===== config.mk =====
export PLATFORM = sky130hd
export DESIGN_NAME = filter_op_sequencer_flat
export DESIGN_NICKNAME = d
export VERILOG_FILES = /design/src/rtl/filter_op_sequencer_if.sv /design/src/rtl/filter_op_sequencer.sv /design/src/flat_wrapper.sv
export SDC_FILE = /design/constraint.sdc
export NUM_CORES = 1
export LEC_CHECK = 0
export BUFFER_PORTS_ARGS = -buffer_cell sky130_fd_sc_hd__buf_4
export CELL_PAD_IN_SITES_DETAIL_PLACEMENT = 1
export CELL_PAD_IN_SITES_GLOBAL_PLACEMENT = 1
export CORE_ASPECT_RATIO = 0.7
export CORE_UTILIZATION = 42
export DETAILED_ROUTE_END_ITERATION = 10
export PLACE_DENSITY_LB_ADDON = 0.2
export REMOVE_ABC_BUFFERS = 1
export SYNTH_ARGS = -nofsm -noshare
export SYNTH_HDL_FRONTEND = slang
export SYNTH_SLANG_ARGS = --single-unit

===== constraint.sdc =====
create_clock -name clk -period 4.6 [get_ports clk]
set_input_delay 0.46 -clock clk [delete_from_list [all_inputs] [get_ports clk]]
set_output_delay 0.46 -clock clk [all_outputs]
set_load 0.05 [all_outputs]

===== src/rtl/filter_op_sequencer_if.sv =====
// Window/result/write-back handshake between the operation sequencer and the
// filter datapath. The sequencer takes the master side.
interface filter_op_sequencer_if;
    logic [4:0] win_row;
    logic [4:0] win_col;
    logic       win_valid;
    logic       win_ready;
    logic       res_valid;
    logic       wb_start;
    logic       wb_done;

    modport master (
        output win_row, win_col, win_valid, wb_start,
        input  win_ready, res_valid, wb_done
    );

    modport slave (
        input  win_row, win_col, win_valid, wb_start,
        output win_ready, res_valid, wb_done
    );
endinterface


===== src/rtl/filter_op_sequencer.sv =====
// Steps the pixel datapath through the EDGE or COLOR operation chain, scanning
// window centres per operation. Define SEQ_STALL_CNT_EN to add the stall counter.
module filter_op_sequencer #(
    parameter int IMG_DIM   = 20,
    parameter int MAX_OUTST = 4
) (
    input  logic                  clk,
    input  logic                  reset,
    input  logic                  start,
    input  logic                  mode,
    output logic [2:0]            op,
    output logic                  busy,
    output logic                  done,
    output logic                  err,
    output logic [15:0]           stall_cnt,
    filter_op_sequencer_if.master dp
);

    localparam logic [2:0] OP_MED   = 3'd0;
    localparam logic [2:0] OP_GAU   = 3'd1;
    localparam logic [2:0] OP_HYST  = 3'd4;
    localparam logic [2:0] OP_QUANT = 3'd5;
    localparam logic [2:0] OUTST_MAX = 3'(MAX_OUTST);

    typedef enum logic [2:0] {
        S_IDLE,
        S_SET_OP,
        S_SCAN,
        S_DRAIN,
        S_WRITE_BACK,
        S_FINISH
    } state_t;

    state_t     state, state_nxt;
    logic       mode_q, mode_nxt;
    logic [2:0] op_nxt;
    logic [4:0] row_nxt, col_nxt;
    logic       win_valid_nxt, wb_start_nxt, busy_nxt, done_nxt, err_nxt;
    logic [2:0] outst, outst_nxt;

    logic [4:0] r, lim;
    logic       transfer, res_ok, res_bad, wb_bad, start_acc;
    logic       last_col, last_win, chain_last;

    // Filter footprint radius: the 5x5 Gaussian needs a 2-pixel border,
    // quantisation is per-pixel, everything else is a 3x3 window.
    function automatic logic [4:0] radius(input logic [2:0] o);
        if (o == OP_GAU)
            radius = 5'd2;
        else if (o == OP_QUANT)
            radius = 5'd0;
        else
            radius = 5'd1;
    endfunction

    function automatic logic [2:0] next_op(input logic [2:0] o, input logic m);
        if (m)
            next_op = OP_QUANT;
        else
            next_op = 3'(o + 3'd1);
    endfunction

    function automatic logic is_last_op(input logic [2:0] o, input logic m);
        is_last_op = m ? (o == OP_QUANT) : (o == OP_HYST);
    endfunction

    assign r          = radius(op);
    assign lim        = 5'(IMG_DIM - 1) - r;
    assign last_col   = (dp.win_col == lim);
    assign last_win   = last_col && (dp.win_row == lim);
    assign chain_last = is_last_op(op, mode_q);
    assign start_acc  = (state == S_IDLE) && start;

    assign transfer = (state == S_SCAN) && dp.win_valid && dp.win_ready;
    // A result is only legitimate against an in-flight window (or one leaving now).
    assign res_ok   = ((state == S_SCAN) || (state == S_DRAIN)) && dp.res_valid
                      && ((outst != 3'd0) || transfer);
    assign res_bad  = dp.res_valid && (outst == 3'd0) && !transfer;
    assign wb_bad   = dp.wb_done && (state != S_WRITE_BACK);

    always_ff @(posedge clk) begin
        if (reset) begin
            state        <= S_IDLE;
            mode_q       <= 1'b0;
            op           <= OP_MED;
            dp.win_row   <= '0;
            dp.win_col   <= '0;
            dp.win_valid <= 1'b0;
            dp.wb_start  <= 1'b0;
            busy         <= 1'b0;
            done         <= 1'b0;
            err          <= 1'b0;
            outst        <= '0;
        end else begin
            state        <= state_nxt;
            mode_q       <= mode_nxt;
            op           <= op_nxt;
            dp.win_row   <= row_nxt;
            dp.win_col   <= col_nxt;
            dp.win_valid <= win_valid_nxt;
            dp.wb_start  <= wb_start_nxt;
            busy         <= busy_nxt;
            done         <= done_nxt;
            err          <= err_nxt;
            outst        <= outst_nxt;
        end
    end

    always_comb begin
        state_nxt = state;
        case (state)
            S_IDLE:       if (start) state_nxt = S_SET_OP;
            S_SET_OP:     state_nxt = S_SCAN;
            S_SCAN:       if (transfer && last_win) state_nxt = S_DRAIN;
            S_DRAIN:      if (outst == 3'd0) state_nxt = chain_last ? S_FINISH : S_WRITE_BACK;
            S_WRITE_BACK: if (dp.wb_done) state_nxt = S_SET_OP;
            S_FINISH:     state_nxt = S_IDLE;
            default:      state_nxt = S_IDLE;
        endcase
    end

    always_comb begin
        mode_nxt = mode_q;
        op_nxt   = op;
        row_nxt  = dp.win_row;
        col_nxt  = dp.win_col;
        case (state)
            S_IDLE: begin
                if (start) begin
                    mode_nxt = mode;
                    op_nxt   = OP_MED;
                end
            end
            S_SET_OP: begin
                row_nxt = r;
                col_nxt = r;
            end
            S_SCAN: begin
                // The final centre is held; SET_OP reloads for the next operation.
                if (transfer && !last_win) begin
                    if (last_col) begin
                        col_nxt = r;
                        row_nxt = dp.win_row + 5'd1;
                    end else begin
                        col_nxt = dp.win_col + 5'd1;
                    end
                end
            end
            S_WRITE_BACK: begin
                if (dp.wb_done) op_nxt = next_op(op, mode_q);
            end
            default: ;
        endcase

        outst_nxt = outst;
        if (transfer && !res_ok)
            outst_nxt = outst + 3'd1;
        else if (!transfer && res_ok)
            outst_nxt = outst - 3'd1;

        err_nxt = (start_acc ? 1'b0 : err) | res_bad | wb_bad;

        // Driven from the next outstanding count so a retiring result re-opens
        // the window one cycle later rather than combinationally.
        win_valid_nxt = (state_nxt == S_SCAN) && (outst_nxt != OUTST_MAX);
        wb_start_nxt  = (state == S_DRAIN) && (state_nxt == S_WRITE_BACK);
        busy_nxt      = (state_nxt != S_IDLE);
        done_nxt      = (state_nxt == S_FINISH);
    end

`ifdef SEQ_STALL_CNT_EN
    logic [15:0] stall_q;

    always_ff @(posedge clk) begin
        if (reset)
            stall_q <= '0;
        else if (start_acc)
            stall_q <= '0;
        else if (dp.win_valid && !dp.win_ready && (stall_q != 16'hFFFF))
            stall_q <= stall_q + 16'd1;
    end

    assign stall_cnt = stall_q;
`else
    assign stall_cnt = 16'd0;
`endif

endmodule


===== src/flat_wrapper.sv =====
// flat-port wrapper written by rule: the top's interface ports become plain ports
module filter_op_sequencer_flat 
#(
    parameter int IMG_DIM   = 20,
    parameter int MAX_OUTST = 4
)
  (clk, reset, start, mode, op, busy, done, err, stall_cnt, dp_win_row, dp_win_col, dp_win_valid, dp_wb_start, dp_win_ready, dp_res_valid, dp_wb_done);
  filter_op_sequencer_if dp_i ();
  input  logic clk;
  input  logic reset;
  input  logic start;
  input  logic mode;
  output logic [2:0] op;
  output logic busy;
  output logic done;
  output logic err;
  output logic [15:0] stall_cnt;
  output wire logic [$bits(dp_i.win_row)-1:0] dp_win_row;
  output wire logic [$bits(dp_i.win_col)-1:0] dp_win_col;
  output wire logic [$bits(dp_i.win_valid)-1:0] dp_win_valid;
  output wire logic [$bits(dp_i.wb_start)-1:0] dp_wb_start;
  input wire logic [$bits(dp_i.win_ready)-1:0] dp_win_ready;
  input wire logic [$bits(dp_i.res_valid)-1:0] dp_res_valid;
  input wire logic [$bits(dp_i.wb_done)-1:0] dp_wb_done;
  assign dp_win_row = dp_i.win_row;
  assign dp_win_col = dp_i.win_col;
  assign dp_win_valid = dp_i.win_valid;
  assign dp_wb_start = dp_i.wb_start;
  assign dp_i.win_ready = dp_win_ready;
  assign dp_i.res_valid = dp_res_valid;
  assign dp_i.wb_done = dp_wb_done;
  filter_op_sequencer #(.IMG_DIM(IMG_DIM), .MAX_OUTST(MAX_OUTST)) u_core (.clk(clk), .reset(reset), .start(start), .mode(mode), .op(op), .busy(busy), .done(done), .err(err), .stall_cnt(stall_cnt), .dp(dp_i));
endmodule

==> metrics.cfg <==
[synth]
synth_top_cell_by_area = dfxtp_1
ys_warn_count = 0
synth_top_area_frac = 0.307
synthTopCellsByArea = dfxtp_1 31%, buf_4 7.4%, ha_1 6.1%
synth.cell_area_um2 = 1630
ys_ff_latch = 25
synthFlopType = dfxtp_1
synth.distinct_cells = 52
ys_seq_area_frac = 0.307
synth-edff-count = 0
synthCells = 196
syn_avg_cell_area_um2 = 8.33
synthArstFlopShare = 0

[floorplan]
core-area_um2 = 3630
start_util = 0.450
dieArea_um2 = 4140
rows = 18
num_io_pins = 41
die_y_um = 54.2
die_w_um = 76.5

[placement]
place_area_um2 = 1780
pre_cts_slack_ps = 2310
dpl.hpwl_mm = 3.24
gp_congestion = 0.910
port_buffers = 24

[cts]
clkTransAtPathRegs_ps = 90
cts_root_buf = clkbuf_8
cts_setup_buffers = 0
cts.sinks = 25
clock_latency_ps = 270
cts_resized = 0
clockBufferDepth = 2
cts_max_level = 1
cts_made_buffers = 3
cts_tree = yes
ctsHoldBuffers = 0

[sta]
fin_tns_setup_ps = 0
fin_crit_sh = 0.505
clock.fmax_mhz = 430
drv_slew = 0
worst_slew_margin_rel = 0.491
final.min_clock_period_ps = 2320
rsz0062_at_grt = false
worstMarginPinSlew_ps = 764
hold_viol = 0
layout_setup_ws_ps = 2280
fin_skew_ps = 1.91
setup_viol = 0

[detailed_routing]
via_count = 1476
initialDrtViolationCount = 77
drc = 0
wl_per_cell_um = 16.0
firstDrtPassIters = 4
drt_wl_total_mm = 4.29
viasPerCell = 5.51
drtAntennaViolNets = 0

[pwr]
p_int_w = 0.000320
p_comb_frac = 0.253
ir_worst_vdd_uv = 153
p_switching_w = 0.000178
p_per_area_nw_per_um2 = 272
swShare = 0.358
clock_power_share = 0.271
power_frac_seq = 0.477
power_leakage_nw = 0.770

[setup_path]
crit_required_ps = 4780
crit_type = flop to flop
worstPathArrival_ps = 2510
crit_fanout = 11
start_kind = flop
worst_setup_path_end_kind = flop

[layout]
area_growth_pct = 12.1
fill_cells = 454
antenna_cells = 0
layout-drive-gt1-share = 0.174
nets = 234
finalInstanceArea_um2 = 1830

[flow_run]
drv_cap = 0

[global_routing]
antenna_found_initial = 0
grt_pass1_vias = 1372
grt_first_pass_wirelength_mm = 6.91
grt_usage = 0.223
grt.overflow.total = 0
grt_max_degree = 24

[status]
status = finished clean

[worst_hold_path]
hp-class = primary input to flop

[routing by layer]
| layer | wire length, µm | share of wire | track usage | up-vias |
|---|---|---|---|---|
| li1 | - | - | - | 715 |
| met1 | 1980 | 0.46 | 0.266 | 699 |
| met2 | 2010 | 0.47 | 0.399 | 54 |
| met3 | 233 | 0.054 | 0.0508 | 8 |
| met4 | 78 | 0.018 | 0.0897 | 0 |
| met5 | 0 | 0 | 0 | - |
[critical path, stage by stage (launching register included)]
cell	delay, ps
dfxtp_1	400
inv_1	90
ha_1	290
and2b_4	230
xnor2_1	150
a21oi_1	640
a22oi_1	140
a221oi_1	300
[synthesized netlist by cell type (all sizes together), types with 3 or more instances]
library cell,number
nand3,12
nor2,20
o21ai,4
or3,3
xnor2,5
buf,18
nor3,4
a211oi,5
and2,4
ha,8
inv,11
a21oi,13
nand2b,4
mux2i,6
nand2,14
clkbuf,3
dfxtp,25
[cells in the final DEF, fill, tap and decap left out, types with 2 or more instances in the layout]
| master | netlist | layout |
|---|---|---|
| nand2_1 | 14 | 14 |
| o21ai_0 | 3 | 3 |
| a21oi_1 | 13 | 13 |
| nand2b_1 | 4 | 4 |
| a31oi_1 | 2 | 2 |
| o22a_1 | 2 | 2 |
| xnor2_1 | 5 | 5 |
| inv_1 | 11 | 11 |
| a211oi_1 | 5 | 5 |
| nor3_1 | 4 | 4 |
| nand3_1 | 12 | 12 |
| o311a_1 | 2 | 2 |
| o41ai_1 | 2 | 2 |
| o211ai_1 | 2 | 2 |
| clkbuf_8 | 0 | 3 |
| nor4b_1 | 2 | 2 |
| or3_1 | 3 | 3 |
| dfxtp_1 | 25 | 25 |
| nor2b_1 | 2 | 2 |
| mux2i_1 | 6 | 6 |
| buf_4 | 16 | 24 |
| conb_1 | 1 | 16 |
| and2_1 | 3 | 3 |
| nor2_1 | 19 | 19 |
| ha_1 | 8 | 8 |
[registers in the layout (all words and copies together), names as in the netlist, 3 cells and up]
name               flops
u_core.dp.win_col      5
u_core.dp.win_row      5
u_core.op              3
u_core.outst           3
u_core.state           3
[final cells by class]
type	count	area [µm²]	area share
multi-input combinational	154	1000	0.546
sequential	25	500	0.273
timing repair buffer	24	180	0.0984
tap	50	62.6	0.0342
clock buffer	3	41.3	0.0226
inverter	11	41.3	0.0226
clock inverter	1	5.00	0.00273
[power groups by stage]
stage / Clock [W] / Sequential [W] / Combinational, W
floorplan: 0 / 0.000258 / 0.0000759
global placement: 0 / 0.000241 / 0.000122
detailed placement: 0 / 0.000242 / 0.000125
CTS: 0.000139 / 0.000238 / 0.000125
global route: 0.000151 / 0.000239 / 0.000134
finish: 0.000135 / 0.000238 / 0.000126
[metrics by stage]
step / utilization / hold slack [ps] / instances / power [W]
floorplan: - / 481 / 190 / 0.000334
global placement: 0.492 / 473 / 264 / 0.000363
detailed placement: 0.492 / 500 / 264 / 0.000367
CTS: 0.505 / 419 / 268 / 0.000502
global route: 0.505 / 432 / 268 / 0.000525
finish: 0.505 / 427 / 268 / 0.000498
[worst paths after layout]
kind / startpoint / end / slack [ps] / cells after the start
setup / recovery: u_core.op[1]$_SDFFE_PP0P_ / u_core.dp.win_col[1]$_SDFFE_PP0P_ / 2280 / 7
hold / removal: dp_res_valid / u_core.outst[1]$_SDFF_PP0_ / 430 / 2
setup reg to reg: u_core.op[1]$_SDFFE_PP0P_ / u_core.dp.win_col[1]$_SDFFE_PP0P_ / 2280 / 7
hold reg to reg: u_core.op[1]$_SDFFE_PP0P_ / u_core.op[1]$_SDFFE_PP0P_ / 510 / 2
[kinds of logic (layout without fill, tap and decap cells)]
logic type               Yosys count  in the layout  share of synthesized area
AO/OA/AOI/OAI                     44             44                      0.198
XOR/XNOR                           5              5                     0.0268
adder cells (fa/ha/maj)            8              8                     0.0613
buffers and inverters             32             39                      0.116
flip-flops                        25             25                      0.307
multiplexers                       7              7                     0.0437
other                              1             16                    0.00230
AND/OR/NAND/NOR                   74             74                      0.246
No activity file was read; power rests on OpenSTA's default activity.
